<file path="src/rtl/uart_pkg.sv">
`default_nettype none
// ---------------------------------------------------------------
// uart_pkg : shared receive-framer states, defaults and helpers
// Rev 1.0
// ---------------------------------------------------------------
package uart_pkg;

  typedef enum logic [2:0] {
    WAIT_IDLE = 3'd0,
    IDLE      = 3'd1,
    START     = 3'd2,
    DATA      = 3'd3,
    PARITY    = 3'd4,
    STOP      = 3'd5
  } rx_state_t;

  localparam int OVERSAMPLE_DEF = 16;

  function automatic logic maj3(input logic a, input logic b, input logic c);
    return (a & b) | (a & c) | (b & c);
  endfunction

endpackage
`default_nettype wire

</file>
<file path="src/rtl/uart_rx_frame_if.sv">
`default_nettype none
// ---------------------------------------------------------------
// uart_rx_frame_if : serial-in / word-out bundle of the RX framer
// Rev 1.0
// ---------------------------------------------------------------
interface uart_rx_frame_if #(
  parameter int DATA_BITS = 8
) ();

  logic                 baud_tick;
  logic                 rx_in;
  logic [DATA_BITS-1:0] rx_data;
  logic                 rx_valid;
  logic                 parity_err;
  logic                 frame_err;
  logic                 busy;

  modport master (
    output baud_tick, rx_in,
    input  rx_data, rx_valid, parity_err, frame_err, busy
  );

  modport slave (
    input  baud_tick, rx_in,
    output rx_data, rx_valid, parity_err, frame_err, busy
  );

endinterface
`default_nettype wire

</file>
<file path="src/rtl/uart_rx_sync.sv">
`default_nettype none
// ---------------------------------------------------------------
// uart_rx_sync : 2-FF line synchronizer plus 3-sample majority vote
// Rev 1.0
// ---------------------------------------------------------------
module uart_rx_sync
  import uart_pkg::*;
(
  input  logic clk,
  input  logic rst,
  input  logic baud_tick_i,
  input  logic rx_i,
  output logic rx_s_o,
  output logic maj_o
);

  logic       meta_q;
  logic       rx_s_q;
  logic [1:0] hist_q;

  always_ff @(posedge clk) begin
    if (rst) begin
      meta_q <= 1'b1;
      rx_s_q <= 1'b1;
      hist_q <= 2'b11;
    end else begin
      meta_q <= rx_i;
      rx_s_q <= meta_q;
      if (baud_tick_i) begin
        hist_q <= {hist_q[0], rx_s_q};
      end
    end
  end

  // On a tick, the live sample and the two previous tick samples form the vote window.
  assign rx_s_o = rx_s_q;
  assign maj_o  = maj3(hist_q[1], hist_q[0], rx_s_q);

endmodule
`default_nettype wire

</file>
<file path="src/rtl/uart_rx_frame.sv">
`default_nettype none
// ---------------------------------------------------------------
// uart_rx_frame : oversampled UART receive framer with error flags
// Rev 1.0
// ---------------------------------------------------------------
module uart_rx_frame
  import uart_pkg::*;
#(
  parameter int DATA_BITS  = 8,
  parameter int OVERSAMPLE = OVERSAMPLE_DEF,
  parameter int PARITY_EN  = 1,
  parameter int PARITY_ODD = 0
) (
  input  logic             clk,
  input  logic             rst,
  uart_rx_frame_if.slave   bus
);

  localparam int SW = $clog2(OVERSAMPLE);
  localparam int BW = $clog2(DATA_BITS);

  localparam logic [SW-1:0] S_MID1 = SW'(OVERSAMPLE / 2 + 1);
  localparam logic [SW-1:0] S_LAST = SW'(OVERSAMPLE - 1);
  localparam logic [BW-1:0] B_LAST = BW'(DATA_BITS - 1);
  localparam logic          PAR_ON  = (PARITY_EN != 0);
  localparam logic          PAR_ODD = (PARITY_ODD != 0);

  rx_state_t            state_q, state_d;
  logic [SW-1:0]        s_cnt_q, s_cnt_d;
  logic [BW-1:0]        bit_cnt_q, bit_cnt_d;
  logic [DATA_BITS-1:0] shreg_q, shreg_d;
  logic                 par_q, par_d;
  logic [DATA_BITS-1:0] rx_data_q, rx_data_d;
  logic                 rx_valid_q, rx_valid_d;
  logic                 parity_err_q, parity_err_d;
  logic                 frame_err_q, frame_err_d;

  logic rx_s;
  logic maj;

  uart_rx_sync u_sync (
    .clk         (clk),
    .rst         (rst),
    .baud_tick_i (bus.baud_tick),
    .rx_i        (bus.rx_in),
    .rx_s_o      (rx_s),
    .maj_o       (maj)
  );

  always_ff @(posedge clk) begin
    if (rst) begin
      state_q      <= WAIT_IDLE;
      s_cnt_q      <= '0;
      bit_cnt_q    <= '0;
      shreg_q      <= '0;
      par_q        <= 1'b0;
      rx_data_q    <= '0;
      rx_valid_q   <= 1'b0;
      parity_err_q <= 1'b0;
      frame_err_q  <= 1'b0;
    end else begin
      state_q      <= state_d;
      s_cnt_q      <= s_cnt_d;
      bit_cnt_q    <= bit_cnt_d;
      shreg_q      <= shreg_d;
      par_q        <= par_d;
      rx_data_q    <= rx_data_d;
      rx_valid_q   <= rx_valid_d;
      parity_err_q <= parity_err_d;
      frame_err_q  <= frame_err_d;
    end
  end

  always_comb begin
    state_d      = state_q;
    s_cnt_d      = s_cnt_q;
    bit_cnt_d    = bit_cnt_q;
    shreg_d      = shreg_q;
    par_d        = par_q;
    rx_data_d    = rx_data_q;
    rx_valid_d   = 1'b0;
    parity_err_d = parity_err_q;
    frame_err_d  = frame_err_q;

    if (bus.baud_tick) begin
      s_cnt_d = (s_cnt_q == S_LAST) ? '0 : s_cnt_q + 1'b1;
      unique case (state_q)
        WAIT_IDLE: begin
          s_cnt_d = '0;
          if (rx_s) state_d = IDLE;
        end
        IDLE: begin
          // The detecting tick is sample 0 of the start bit.
          s_cnt_d = '0;
          if (!rx_s) begin
            state_d = START;
            s_cnt_d = SW'(1);
          end
        end
        START: begin
          if (s_cnt_q == S_MID1 && maj) begin
            state_d = IDLE;
            s_cnt_d = '0;
          end else if (s_cnt_q == S_LAST) begin
            state_d   = DATA;
            bit_cnt_d = '0;
          end
        end
        DATA: begin
          if (s_cnt_q == S_MID1) shreg_d = {maj, shreg_q[DATA_BITS-1:1]};
          if (s_cnt_q == S_LAST) begin
            bit_cnt_d = bit_cnt_q + 1'b1;
            if (bit_cnt_q == B_LAST) state_d = PAR_ON ? PARITY : STOP;
          end
        end
        PARITY: begin
          if (s_cnt_q == S_MID1) par_d = maj;
          if (s_cnt_q == S_LAST) state_d = STOP;
        end
        STOP: begin
          // Decide at mid-stop so a back-to-back start edge is never missed.
          if (s_cnt_q == S_MID1) begin
            rx_valid_d   = 1'b1;
            rx_data_d    = shreg_q;
            frame_err_d  = !maj;
            parity_err_d = PAR_ON && (((^shreg_q) ^ par_q) != PAR_ODD);
            state_d      = maj ? IDLE : WAIT_IDLE;
            s_cnt_d      = '0;
          end
        end
        default: state_d = WAIT_IDLE;
      endcase
    end
  end

  assign bus.rx_data    = rx_data_q;
  assign bus.rx_valid   = rx_valid_q;
  assign bus.parity_err = parity_err_q;
  assign bus.frame_err  = frame_err_q;
  assign bus.busy       = (state_q == START) || (state_q == DATA) ||
                          (state_q == PARITY) || (state_q == STOP);

endmodule
`default_nettype wire

</file>
<file path="src/flat_wrapper.sv">
// flat-port wrapper written by rule: the top's interface ports become plain ports
module uart_rx_frame_flat import uart_pkg::*;
#(
  parameter int DATA_BITS  = 8,
  parameter int OVERSAMPLE = OVERSAMPLE_DEF,
  parameter int PARITY_EN  = 1,
  parameter int PARITY_ODD = 0
)
  (clk, rst, bus_baud_tick, bus_rx_in, bus_rx_data, bus_rx_valid, bus_parity_err, bus_frame_err, bus_busy);
  uart_rx_frame_if #(.DATA_BITS(DATA_BITS)) bus_i ();
  input  logic clk;
  input  logic rst;
  input wire logic [$bits(bus_i.baud_tick)-1:0] bus_baud_tick;
  input wire logic [$bits(bus_i.rx_in)-1:0] bus_rx_in;
  output wire logic [$bits(bus_i.rx_data)-1:0] bus_rx_data;
  output wire logic [$bits(bus_i.rx_valid)-1:0] bus_rx_valid;
  output wire logic [$bits(bus_i.parity_err)-1:0] bus_parity_err;
  output wire logic [$bits(bus_i.frame_err)-1:0] bus_frame_err;
  output wire logic [$bits(bus_i.busy)-1:0] bus_busy;
  assign bus_i.baud_tick = bus_baud_tick;
  assign bus_i.rx_in = bus_rx_in;
  assign bus_rx_data = bus_i.rx_data;
  assign bus_rx_valid = bus_i.rx_valid;
  assign bus_parity_err = bus_i.parity_err;
  assign bus_frame_err = bus_i.frame_err;
  assign bus_busy = bus_i.busy;
  uart_rx_frame #(.DATA_BITS(DATA_BITS), .OVERSAMPLE(OVERSAMPLE), .PARITY_EN(PARITY_EN), .PARITY_ODD(PARITY_ODD)) u_core (.clk(clk), .rst(rst), .bus(bus_i));
endmodule
</file>
<file path="config.mk">
export PLATFORM = sky130hd
export DESIGN_NAME = uart_rx_frame_flat
export DESIGN_NICKNAME = d
export VERILOG_FILES = /design/src/rtl/uart_pkg.sv /design/src/rtl/uart_rx_frame_if.sv /design/src/rtl/uart_rx_sync.sv /design/src/rtl/uart_rx_frame.sv /design/src/flat_wrapper.sv
export SDC_FILE = /design/constraint.sdc
export NUM_CORES = 1
export LEC_CHECK = 0
export CAP_MARGIN = 5
export CORE_UTILIZATION = 30
export CTS_CLUSTER_DIAMETER = 200
export DETAILED_ROUTE_END_ITERATION = 8
export PLACE_DENSITY_LB_ADDON = 0.25
export SYNTH_ARGS = -nofsm -noshare
export SYNTH_HDL_FRONTEND = slang
export SYNTH_HIERARCHICAL = 1
export SYNTH_SLANG_ARGS = --single-unit
export TNS_END_PERCENT = 10
</file>
<file path="constraint.sdc">
create_clock -name clk -period 1.59 [get_ports clk]
set_clock_uncertainty 0.05 [all_clocks]
set_input_delay 0.159 -clock clk [delete_from_list [all_inputs] [get_ports clk]]
set_output_delay 0.159 -clock clk [all_outputs]
set_load 0.03 [all_outputs]
</file>
==> out/summary.txt <==
worst skew pair latency: 0.29 ns
Post-Syn Area per Cell: 9.66 µm²
core area: 0.00514 mm²
vias in the first global route: 1245
# setup viols final: 1
# IOs: 16
most frequent cell after synthesis: dfxtp_1
Yosys warnings: 6
dpl cells: 265
first-pass GRT wire length: 5620 µm
sequential area share after synthesis: 0.422
met1 usage: 0.164
relative slew slack: 0.789
Net Count, Synth: 175
dpl ws: -0.0204 ns
worst r2r dst: u_core/state_q[2]
Die Area: 0.00567 mm²
initial drt markers: 67
Placer Congestion: 0.765
met2 usage: 0.223
Reg2Reg Launch Point: u_core/s_cnt_q[1]
Via Count: 1285
failing checks: negative setup slack
initial antenna violation count: 0
hpwl dp: 2190 µm
Worst path max stage delay: 0.34 ns
WL/cell: 11.8 µm
final instance area: 0.00216 mm²
critical path launch point type: register
fin util: 0.421
maximum vdd drop: 0.505 mV
Hold Path Cell Cnt: 1
fin nets: 213
Hold Crit Endpoint: u_core/u_sync/rx_s_o
GRT Overall Usage: 0.135
Post-CTS Hold Fix Bufs: 0
RSZ-0062 raised after global routing: true
Die Width: 75.3 µm
critical path peak fanout: 3
Slew @ Worst Pin: 0.315 ns
Worst EP required: 1.76 ns
Post-Synthesis Cells: 167
total power: 2.00 mW
clk sinks: 34
CP max-delay cell: or3_1
DRC viols: 0
Max Cap Viol: 0
ys async rst share: 0
top_reg_cell synth: dfxtp_1
area leader, netlist: dfxtp_1
fin crit share: 1.01
FP Rows: 26
post-route ant nets: 0
FF-to-FF setup slack: -0.008 ns
worst hold-check slack: 0.384 ns
arrival time of the worst setup path: 1.77 ns
final worst slack: -0.00805 ns
Num CTS Buffers: 5
main area contributors after synthesis: dfxtp_1 42%, mux2i_1 12%, nor2_1 5.8%
CTS H-tree lvls: 2
Worst-path clk slew: 0.08 ns
critical path, cell by cell: inv_2 -> ha_4 -> and3b_2 -> a211oi_2 -> a211o_1 -> or3_1 -> a21oi_1
Initial Util: 0.314
maximum clock insertion buffer count: 2
largest net degree at the start of global routing: 37
worst reg2reg path depth: 7
Slew Limit Fails: 0
Final Critical Period: 1.60 ns
Routed WL: 3270 µm
CP Class: reg -> reg
DR pass1 iterations: 4
Synth top cells by count: 34 x dfxtp_1, 25 x nor2_1, 20 x mux2i_1
Syn Std Cell Area: 0.00161 mm²
achievable frequency: 0.626 GHz
Antenna Cells: 0
run status: finished, violations left
TNS Setup: -0.00805 ns
top cell type's share of synthesized area: 0.422
Area Overhead vs Synth: 34.2%
layout cell share with drive strength beyond 1: 0.267
hold_sp: u_core/u_sync/meta_q
non-filler cells, final: 276
Seq cells post-synth: 34
global route overflow: 0
worst hold path class: reg -> reg
leakage: 0.895 nW
crit path launch: u_core/s_cnt_q[1]
Post-synth EDFFs: 0
Die Ht: 75.3 µm
busiest grt layer: met2
Post-DP Area: 0.00199 mm²
CTS tree: yes
cell area power density: 924 mW/mm²
met3 Use GR: 0.0437
Hold Fails Final Rpt: 0
PortBufs: 15
Netlist cell types: 41
# fillers: 548
crit end category: register
vias per inst: 4.66
CTS Root Cell: clkbuf_8
sequential cells by signal, indices dropped and copies added (netlist names):
| signal | count |
|---|---|
| u_core/shreg_q | 8 |
| u_core/bus.rx_valid | 1 |
| u_core/u_sync/rx_s_o | 1 |
| u_core/state_q | 3 |
| u_core/u_sync/meta_q | 1 |
| u_core/s_cnt_q | 4 |
| u_core/bus.rx_data | 8 |
| u_core/u_sync/hist_q | 2 |
| u_core/par_q | 1 |
| u_core/bus.frame_err | 1 |
| u_core/bit_cnt_q | 3 |
| u_core/bus.parity_err | 1 |
cell families (layout without fill, tap and decap cells):
kind of cell | after synthesis | count (layout) | synth area share
AND/OR/NAND/NOR | 65 | 65 | 0.213
XOR/XNOR | 9 | 9 | 0.0574
multiplexers | 20 | 20 | 0.124
flip-flops | 34 | 34 | 0.422
buffers and inverters | 12 | 51 | 0.0458
AO/OA/AOI/OAI | 22 | 22 | 0.100
adder cells (fa/ha/maj) | 5 | 5 | 0.0372
where the power goes:
group	switching [mW]	internal, mW	total, mW	leakage [nW]
Combinational	0.135	0.155	0.289	0.569
Clock	0.343	0.466	0.810	0.0504
Sequential	0.0273	0.873	0.900	0.276
Total	0.505	1.49	2.00	0.895
worst max-delay path by stage:
stage,end,cells past startpoint,slack [ns]
5_1_grt,u_core/state_q[1],8,-0.10
3_3_place_gp,u_core/state_q[2],7,-0.02
6_report,u_core/state_q[2],7,-0.008
4_1_cts,u_core/state_q[2],7,-0.06
2_1_floorplan,u_core/bus.parity_err,8,-0.02
3_5_place_dp,u_core/state_q[2],7,-0.02
area by class of cell:
| class | count | area [µm²] | area share |
|---|---|---|---|
| repair buffers | 41 | 380 | 0.176 |
| flip-flops and latches | 34 | 687 | 0.317 |
| clock buffers | 5 | 68.8 | 0.0318 |
| inverters | 2 | 7.51 | 0.00347 |
| clock inverters | 3 | 45.0 | 0.0208 |
| multi-input cells | 121 | 888 | 0.410 |
| well taps | 70 | 87.6 | 0.0405 |
what timing repair did:
action	in CTS	in global routing
pin swaps	8	4
setup endpoints to repair	3	27
gates resized for setup	8	4
buffers inserted	2	1
hold endpoints to repair	0	0
worst max-delay path, delay by kind of cell, from the launching register on:
family,cells,cell delay [ns]
AO/OA/AOI/OAI,3,0.43
flip-flops,1,0.33
AND/OR/NAND/NOR,2,0.54
buffers and inverters,1,0.06
adder cells (fa/ha/maj),1,0.12
placed cells by master, fill, tap and decap left out, types with 2 or more instances in the layout:
cell type	instances
dfxtp_1	29
or2_2	2
a211oi_2	2
nor3_1	2
nand2b_1	3
mux2i_1	20
nand4_1	3
a31oi_1	2
or3_1	2
clkdlybuf4s50_1	14
buf_12	3
nand3_1	4
nor2_1	24
a211o_1	4
ha_1	3
nand2_1	7
clkbuf_8	5
nand3b_1	3
clkinvlp_4	2
xnor2_1	5
buf_4	24
nor2b_1	3
nand4b_1	2
dfxtp_2	5
xor2_1	3
a21oi_1	7
metal layers:
layer	vias up	wire (µm)
met2	15	1500
li1	654	-
met5	-	0
met1	611	1600
met4	0	49
met3	5	112
Power figures use the tool's default switching activity.
